==> src/rtl/shift_sub_divider_if.sv <==
// Request/response bundle for the shift-subtract divider.
// The requester drives start and operands; the divider answers with
// ready/done and holds the last result until the next done.
interface shift_sub_divider_if #(
    parameter int WIDTH = 16
);
    logic             start;
    logic [WIDTH-1:0] dividend;
    logic [WIDTH-1:0] divisor;
    logic             ready;
    logic             done;
    logic [WIDTH-1:0] quotient;
    logic [WIDTH-1:0] remainder;
    logic             div_by_zero;

    modport master (
        output start, dividend, divisor,
        input  ready, done, quotient, remainder, div_by_zero
    );

    modport slave (
        input  start, dividend, divisor,
        output ready, done, quotient, remainder, div_by_zero
    );
endinterface

==> src/rtl/shift_sub_divider.sv <==
// Sequential restoring divider: one shift-and-subtract step per clock,
// WIDTH steps per operation. The trial subtract is an explicit ripple of
// full adders computing R_shifted + ~{0,D} + 1, and its carry out decides
// whether the difference is kept (carry=1 means no borrow).
// A zero divisor skips the iterations and reports all-ones / dividend.
module shift_sub_divider #(
    parameter int WIDTH = 16
) (
    input logic                clk,
    input logic                reset,
    shift_sub_divider_if.slave bus
);

    localparam int CNT_W = (WIDTH > 2) ? $clog2(WIDTH) : 1;

    typedef enum logic [1:0] {
        S_IDLE = 2'd0,
        S_RUN  = 2'd1,
        S_DONE = 2'd2
    } state_t;

    state_t           state_q, state_d;
    logic [CNT_W-1:0] cnt_q, cnt_d;
    logic [WIDTH:0]   rem_q, rem_d;
    logic [WIDTH-1:0] quo_q, quo_d;
    logic [WIDTH-1:0] den_q, den_d;
    logic [WIDTH-1:0] quotient_q, quotient_d;
    logic [WIDTH-1:0] remainder_q, remainder_d;
    logic             div_by_zero_q, div_by_zero_d;

    logic [2*WIDTH:0] rq_shift;
    logic [WIDTH:0]   rem_shift;
    logic [WIDTH-1:0] quo_shift;
    logic [WIDTH:0]   sub_b;
    logic [WIDTH:0]   diff;
    logic             carry;
    logic [WIDTH:0]   rem_next;
    logic [WIDTH-1:0] quo_next;

    // Shift {R,Q} left by one and ripple the trial subtract through WIDTH+1 full adders.
    always_comb begin
        rq_shift  = {rem_q, quo_q} << 1;
        rem_shift = rq_shift[2*WIDTH:WIDTH];
        quo_shift = rq_shift[WIDTH-1:0];
        sub_b     = ~{1'b0, den_q};
        carry     = 1'b1;
        diff      = '0;
        for (int i = 0; i <= WIDTH; i++) begin
            diff[i] = rem_shift[i] ^ sub_b[i] ^ carry;
            carry   = (rem_shift[i] & sub_b[i]) | (carry & (rem_shift[i] ^ sub_b[i]));
        end
        rem_next = carry ? diff : rem_shift;
        quo_next = quo_shift | {{(WIDTH-1){1'b0}}, carry};
    end

    // Next-state and datapath updates for IDLE/RUN/DONE.
    always_comb begin
        state_d       = state_q;
        cnt_d         = cnt_q;
        rem_d         = rem_q;
        quo_d         = quo_q;
        den_d         = den_q;
        quotient_d    = quotient_q;
        remainder_d   = remainder_q;
        div_by_zero_d = div_by_zero_q;

        unique case (state_q)
            S_IDLE: begin
                if (bus.start) begin
                    quo_d = bus.dividend;
                    den_d = bus.divisor;
                    rem_d = '0;
                    cnt_d = '0;
                    if (bus.divisor == '0) begin
                        state_d       = S_DONE;
                        quotient_d    = '1;
                        remainder_d   = bus.dividend;
                        div_by_zero_d = 1'b1;
                    end else begin
                        state_d = S_RUN;
                    end
                end
            end
            S_RUN: begin
                rem_d = rem_next;
                quo_d = quo_next;
                cnt_d = cnt_q + CNT_W'(1);
                if (cnt_q == CNT_W'(WIDTH - 1)) begin
                    state_d       = S_DONE;
                    quotient_d    = quo_next;
                    remainder_d   = rem_next[WIDTH-1:0];
                    div_by_zero_d = 1'b0;
                end
            end
            S_DONE: begin
                state_d = S_IDLE;
            end
            default: begin
                state_d = S_IDLE;
            end
        endcase
    end

    // State and datapath registers; reset abandons any operation in flight.
    always_ff @(posedge clk) begin
        if (reset) begin
            state_q       <= S_IDLE;
            cnt_q         <= '0;
            rem_q         <= '0;
            quo_q         <= '0;
            den_q         <= '0;
            quotient_q    <= '0;
            remainder_q   <= '0;
            div_by_zero_q <= 1'b0;
        end else begin
            state_q       <= state_d;
            cnt_q         <= cnt_d;
            rem_q         <= rem_d;
            quo_q         <= quo_d;
            den_q         <= den_d;
            quotient_q    <= quotient_d;
            remainder_q   <= remainder_d;
            div_by_zero_q <= div_by_zero_d;
        end
    end

    assign bus.ready       = (state_q == S_IDLE);
    assign bus.done        = (state_q == S_DONE);
    assign bus.quotient    = quotient_q;
    assign bus.remainder   = remainder_q;
    assign bus.div_by_zero = div_by_zero_q;

endmodule
==> src/flat_wrapper.sv <==
// flat-port wrapper written by rule: the top's interface ports become plain ports
module shift_sub_divider_flat 
#(
    parameter int WIDTH = 16
)
  (clk, reset, bus_start, bus_dividend, bus_divisor, bus_ready, bus_done, bus_quotient, bus_remainder, bus_div_by_zero);
  shift_sub_divider_if #(.WIDTH(WIDTH)) bus_i ();
  input logic clk;
  input logic reset;
  input wire logic [$bits(bus_i.start)-1:0] bus_start;
  input wire logic [$bits(bus_i.dividend)-1:0] bus_dividend;
  input wire logic [$bits(bus_i.divisor)-1:0] bus_divisor;
  output wire logic [$bits(bus_i.ready)-1:0] bus_ready;
  output wire logic [$bits(bus_i.done)-1:0] bus_done;
  output wire logic [$bits(bus_i.quotient)-1:0] bus_quotient;
  output wire logic [$bits(bus_i.remainder)-1:0] bus_remainder;
  output wire logic [$bits(bus_i.div_by_zero)-1:0] bus_div_by_zero;
  assign bus_i.start = bus_start;
  assign bus_i.dividend = bus_dividend;
  assign bus_i.divisor = bus_divisor;
  assign bus_ready = bus_i.ready;
  assign bus_done = bus_i.done;
  assign bus_quotient = bus_i.quotient;
  assign bus_remainder = bus_i.remainder;
  assign bus_div_by_zero = bus_i.div_by_zero;
  shift_sub_divider #(.WIDTH(WIDTH)) u_core (.clk(clk), .reset(reset), .bus(bus_i));
endmodule
==> config.mk <==
export PLATFORM = sky130hd
export DESIGN_NAME = shift_sub_divider_flat
export DESIGN_NICKNAME = d
export VERILOG_FILES = /design/src/rtl/shift_sub_divider_if.sv /design/src/rtl/shift_sub_divider.sv /design/src/flat_wrapper.sv
export SDC_FILE = /design/constraint.sdc
export NUM_CORES = 1
export LEC_CHECK = 0
export BUFFER_PORTS_ARGS = -buffer_cell sky130_fd_sc_hd__buf_2
export CAP_MARGIN = 20
export CELL_PAD_IN_SITES_DETAIL_PLACEMENT = 1
export CELL_PAD_IN_SITES_GLOBAL_PLACEMENT = 1
export CORE_UTILIZATION = 42
export CTS_BUF_LIST = sky130_fd_sc_hd__clkbuf_16
export DETAILED_ROUTE_END_ITERATION = 8
export PLACE_DENSITY = 0.75
export SYNTH_ARGS = -nofsm -noshare
export SYNTH_HDL_FRONTEND = slang
export SYNTH_SLANG_ARGS = --single-unit
==> constraint.sdc <==
create_clock -name clk -period 10.9 [get_ports clk]
set_clock_uncertainty 0.05 [all_clocks]
set_input_delay 1.09 -clock clk [delete_from_list [all_inputs] [get_ports clk]]
set_output_delay 1.09 -clock clk [all_outputs]
set_load 0.05 [all_outputs]
Word-level counts from Yosys, hierarchy flattened:

Index checks and enable logic that the tools add are counted.

* register bits after elaboration: 87
* input port bits: 35
* memories kept: 0
* bits in read-only memories: 0
* RAM bits: 0
* output and inout bits: 35
* bits in latches: 0

* bitwise logic cells: 85
* add/sub/neg operators: 1
* multiplexer cells: 23
* reduce and logical (&&, ||, !) cells: 7
* $lt $le $gt $ge: 0
* divide/modulo/power cells: 0
* multiply operators: 0
* shift-type cells: 0
* eq/ne operators: 6

Operators with widths (count)
* 16-bit 2-to-1 mux: 9
* 16-bit case mux with 2 select lines: 4
* 1-bit bitwise AND: 33
* 1-bit XOR: 32
* 16-bit inverter with 17-bit output: 1
* 1-bit OR: 17
* 16-bit logical NOT: 1
* 16-bit by 1-bit OR with 16-bit output: 1
* 4-bit case mux with 2 select lines: 1
* 2-bit 2-to-1 mux: 3
* 2-bit AND reduction: 3
* 4-bit by 1-bit adder with 4-bit output (second input constant): 1
* 4-bit == test (second input constant): 1
* 4-bit 2-to-1 mux: 1
* 2-bit by 1-bit inequality test with 1-bit output (second input constant): 2
* 2-bit case mux with 2 select lines: 1
* 4-bit AND reduction: 1
* 1-bit 2-to-1 mux: 3
* 2-bit by 1-bit == test with 1-bit output (second input constant): 1
* 2-bit == test (second input constant): 1
* 2-bit logical NOT: 1
* 2-bit inequality test (second input constant): 1
* 1-bit case mux with 2 select lines: 1
* 2-bit nonzero test: 1
* 1-bit inverter: 1

Depth between registers and ports, before layout:

* depth in word-level cells: 38
* gate-level depth with buffers: 24

Least setup slack after synthesis:

OpenSTA, ideal clock, no wires.

* kind: flip-flop to flip-flop
* from: register u_core.quo_q[15]
* to: register u_core.rem_q[13]
* data required time: 10722 ps
* stages on the path, launching flop included: 25
* period minus slack after synthesis: 7881 ps
* path buffers: 1
* data arrival time: 7703 ps
* setup slack: 3019 ps
* cells stage by stage: dfxtp_1 -> inv_1 -> ha_1 -> fa_1 -> fa_1 -> fa_1 -> fa_1 -> fa_1 -> fa_1 -> fa_1 -> fa_1 -> fa_1 -> fa_1 -> fa_1 -> fa_1 -> inv_1 -> fa_1 -> fa_1 -> inv_1 -> fa_1 -> nand2b_1 -> buf_2 -> mux2_1 -> a22oi_1 -> nor2_1

* cells in the longest elaborated chain, start to end: 36
* elaborated cells on any way between the ends: 38
* those cells by class: mux (2); bitwise (36)

RTL lines
* from (decl): line shift_sub_divider.sv:25 `logic [WIDTH-1:0] quo_q, quo_d;`
* from (signal assigned): line shift_sub_divider.sv:119 `quo_q <= quo_d;`
* 1-bit bitwise AND or 1-bit XOR (tied branches): line shift_sub_divider.sv:50 `carry = (rem_shift[i] & sub_b[i]) | (carry & (rem_shift[i] ^ sub_b[i]));`
* 1-bit OR *: line shift_sub_divider.sv:50
* 1-bit bitwise AND *: line shift_sub_divider.sv:50
* 1-bit OR *: line shift_sub_divider.sv:50
* 1-bit bitwise AND *: line shift_sub_divider.sv:50
* 1-bit OR *: line shift_sub_divider.sv:50
* 1-bit bitwise AND *: line shift_sub_divider.sv:50
* 1-bit OR *: line shift_sub_divider.sv:50
* [20 not listed]
* 1-bit bitwise AND: line shift_sub_divider.sv:50
* 1-bit OR: line shift_sub_divider.sv:50
* 1-bit bitwise AND: line shift_sub_divider.sv:50
* 1-bit OR: line shift_sub_divider.sv:50
* 1-bit bitwise AND: line shift_sub_divider.sv:50
* 1-bit OR: line shift_sub_divider.sv:50
* 16-bit 2-to-1 mux *: line shift_sub_divider.sv:52 `rem_next = carry ? diff : rem_shift;`
* 16-bit case mux with 2 select lines *: line shift_sub_divider.sv:67 `unique case (state_q)`
* to (signal assigned): line shift_sub_divider.sv:118 `rem_q <= rem_d;`
* to (decl): line shift_sub_divider.sv:24 `logic [WIDTH:0] rem_q, rem_d;`

Every way passes the cells marked *; elsewhere a longest branch is shown, timed or not.
A chain may end at the register's enable or synchronous reset.

Final worst setup path:

Ends and elaborated chain as after synthesis.

==> flow_summary_export.csv <==
group,metric,value,unit
setup_path,crit_path_cell_trace,"inv_1 > ha_1 > fa_1 > fa_1 > fa_1 > fa_1 > fa_1 > fa_1 > fa_1 > fa_1 > fa_1 > fa_1 > fa_1 > fa_1 > inv_1 > fa_1 > fa_1 > inv_1 > fa_1 > nand2b_1 > mux2_1 > a22oi_1 > nor2_1",
synth,synthDominantCellAreaShare,0.430,
timing,post-route-min-period,8.76,ns
floorplanning,floorplan.die.width,100,um
drt,route.final.wire_length,10600,um
floorplanning,io_pins,70,
synth,syn_avg_cell_area,9.17,sq um
setup_path,worst-path-max-fanout,20,
drt,dr.pass1.iters,4,
power,power-per-cell-area,188,nW/um^2
synth,synth-async-reset-ratio,0,
cells_and_area,num_antenna_cells,0,
clocking,clock_tree_from_tritoncts,"done",
setup_path,cp_data_required_time,11.04,ns
clocking,post_cts_resized,0,
clocking,worst_setup_hold_path_clk_slew,0.06,ns
setup_path,timing.critical_path.from_type,"flip-flop",
clocking,cts_num_sinks,87,
clocking,htree_levels,3,
timing,setup_violations,0,
grt,first_pass_grt_wire_length,17700,um
cells_and_area,drive_gt1_frac,0.205,
synth,post_synth_simple_gate_area,0.184,
timing,period_share,0.803,
drt,detail_route.wl_per_cell,17.1,um
synth,fraction_of_synthesized_area_in_multiplexers,0.0377,
timing,worst-slew-pin-transition,1.12,ns
drt,detail_route.drc_violations,0,
timing,max_slew_violation_count,0,
worst_hold_path,min_path_type,"flip-flop to flip-flop",
clocking,cts_post_setup_buffers_inserted,0,
timing,fmax,114,MHz
placement,port_buffers,69,
synth,synth_top_area_cell,"dfxtp_1",
synth,yosys_warnings,0,
synth,postSynth.topFlopCell,"dfxtp_1",
power,power.leakage,1.96,nW
synth,synth_enable_flop_cells,0,
grt,globalRoute.totalOverflow,0,
drt,dr.first_iter.drc_count,109,
synth,synthMostInstantiatedCell,"dfxtp_1",
timing,holdWs,0.405,ns
setup_path,setup.worst_path.end_class,"flip-flop",
drt,vias_per_cell,5.46,
placement,detailed_place_hpwl,7360,um
floorplanning,initial_utilization,0.436,
run_status,status,"finished, final reports clean",
synth,synthXorXnorAreaFrac,0,
power,max-vdd-ir-drop,0.0823,mV
drt,dr_total_vias,3388,
synth,post_synth_instance_area,4050,sq um
setup_path,criticalPathCategory,"flip-flop to flip-flop",
clocking,cts-buffers-inserted,9,
placement,place_congestion,0.809,
floorplanning,fp.coreArea,9280,sq um
timing,fin_setup_tns,0,ns
cells_and_area,nFillCells,1110,
setup_path,cp.buffers_inverters,3,
grt,grt.total_usage,0.226,
clocking,clock-root-buffer,"clkbuf_16",
clocking,ctsHoldBuffers,0,
timing,rsz0062_at_grt,"no",
synth,synth_seq_area_share,0.430,
synth,synth.net_count,494,
synth,synth-adder-area-share,0.0803,
floorplanning,height_of_the_die,100,um
setup_path,timing.critical_path.slowest_cell_delay,0.63,ns
drt,postRouteAntennaNets,0,
synth,post_synthesis_sequential_element_count,87,
cells_and_area,areaGrowthSynthToFinish,16.2,%
setup_path,gate_family_responsible_for_the_most_delay_along_the_worst_path,"adder cells",
setup_path,cp_data_arrival_time,8.90,ns
cells_and_area,nNetsFinal,539,
grt,first_global_vias,3430,
cells_and_area,util_after_layout,0.507,
job,maxCapViolations,0,
power,report.power.total,0.885,mW
synth,yosys-top-cells-area,"dfxtp_1 (43%), fa_1 (7.4%), a21oi_1 (4.7%), a211oi_1 (4.6%), nand2_1 (4.4%)",
synth,synthDistinctLibCells,41,
clocking,maximum_clock_insertion_buffer_count,2,
synth,combinational_family_with_the_most_area_after_synthesis,"compound AO/OA/AOI/OAI gates",
floorplanning,std_cell_rows,35,
setup_path,worst_path_most_repeated_cell,"fa_1",
timing,relSlewSlack,0.255,
synth,synth_area_in_compound_gates,0.208,
synth,syn-instance-count,442,
timing,finalHoldViolations,0,
floorplanning,area_of_the_die,10000,sq um
grt,grt_max_degree,54,
grt,grt_antenna_before_repair,0,
clocking,clk_latency,0.34,ns
synth,synthTopCellsByCount,"dfxtp_1 (87), nand2_1 (48), nor2_1 (44)",
setup_path,critical_path.slowest_cell,"nand2b_1",
==> routing by layer <==
metal | vias to the layer above | routed length (um) | part of all wire | GRT usage
met1 | 1669 | 5080 | 0.48 | 0.294
met3 | 15 | 264 | 0.025 | 0.0292
met4 | 0 | 184 | 0.017 | 0.0870
met2 | 68 | 5070 | 0.48 | 0.381
met5 | - | 0 | 0 | 0
li1 | 1636 | - | - | -
==> tightest hold or removal path, delay by kind of cell (launching register included) <==
family          cells  cell delay [ns]
flops               1             0.31
simple gates        1             0.05
compound gates      1             0.05
==> logic make-up after synthesis <==
family | count (synthesis)
and+or+nand+nor | 150
AOI/OAI and AO/OA | 116
DFF | 87
buffers and inverters | 57
adders and majority gates | 17
muxes | 15
==> cell usage in the layout (no fill, tap or decap), types with 4 or more instances in the layout <==
cell type / instances
a211oi_1: 25
a21oi_1: 38
a22oi_1: 4
and2_1: 16
buf_2: 69
clkbuf_16: 9
dfxtp_1: 87
fa_1: 15
inv_1: 20
mux2i_1: 13
nand2_1: 48
nor2_1: 44
nor2b_1: 7
nor3_1: 8
nor3b_1: 13
nor4_2: 4
o21ai_0: 14
o221a_1: 16
o221a_2: 6
==> worst paths after layout <==
path | start | endpoint | slack, ns | depth (start not counted)
hold / removal | u_core.den_q[14] | u_core.den_q[14] | 0.40 | 2
setup / recovery | u_core.quo_q[15] | u_core.rem_q[13] | 2.14 | 23
setup reg to reg | u_core.quo_q[15] | u_core.rem_q[13] | 2.14 | 23
hold reg to reg | u_core.den_q[14] | u_core.den_q[14] | 0.40 | 2
==> final cells by class <==
| cell class | instances | area [sq um] | share of cell area |
|---|---|---|---|
| timing repair buffer | 71 | 360 | 0.0766 |
| clock inverter | 7 | 73.8 | 0.0157 |
| clock buffer | 9 | 225 | 0.0478 |
| tap | 129 | 161 | 0.0343 |
| multi-input combinational | 298 | 2070 | 0.440 |
| sequential | 87 | 1740 | 0.370 |
| inverter | 20 | 75.1 | 0.0159 |
==> per-stage QoR <==
step	setup slack (ns)	cell area, sq um	cells
after floorplan	3.02	4050	442
after CTS	2.08	4710	621
after global placement	2.28	4410	605
after detailed placement	2.10	4410	605
final	2.14	4710	621
after global routing	1.66	4710	621
==> registers in the layout, indices dropped and copies added (netlist names) <==
| register | flops |
|---|---|
| u_core.quo_q | 16 |
| u_core.rem_q | 16 |
| u_core.cnt_q | 4 |
| u_core.state_q | 2 |
| u_core.bus.div_by_zero | 1 |
| u_core.bus.quotient | 16 |
| u_core.bus.remainder | 16 |
| u_core.den_q | 16 |
==> where the power goes <==
group / leakage, nW / total, mW / internal, mW / switching, mW
logic: 1.10 / 0.217 / 0.0890 / 0.128
clock network: 0.145 / 0.310 / 0.178 / 0.132
registers: 0.709 / 0.357 / 0.337 / 0.0198
total: 1.96 / 0.885 / 0.605 / 0.280
Power figures use the tool's default switching activity.
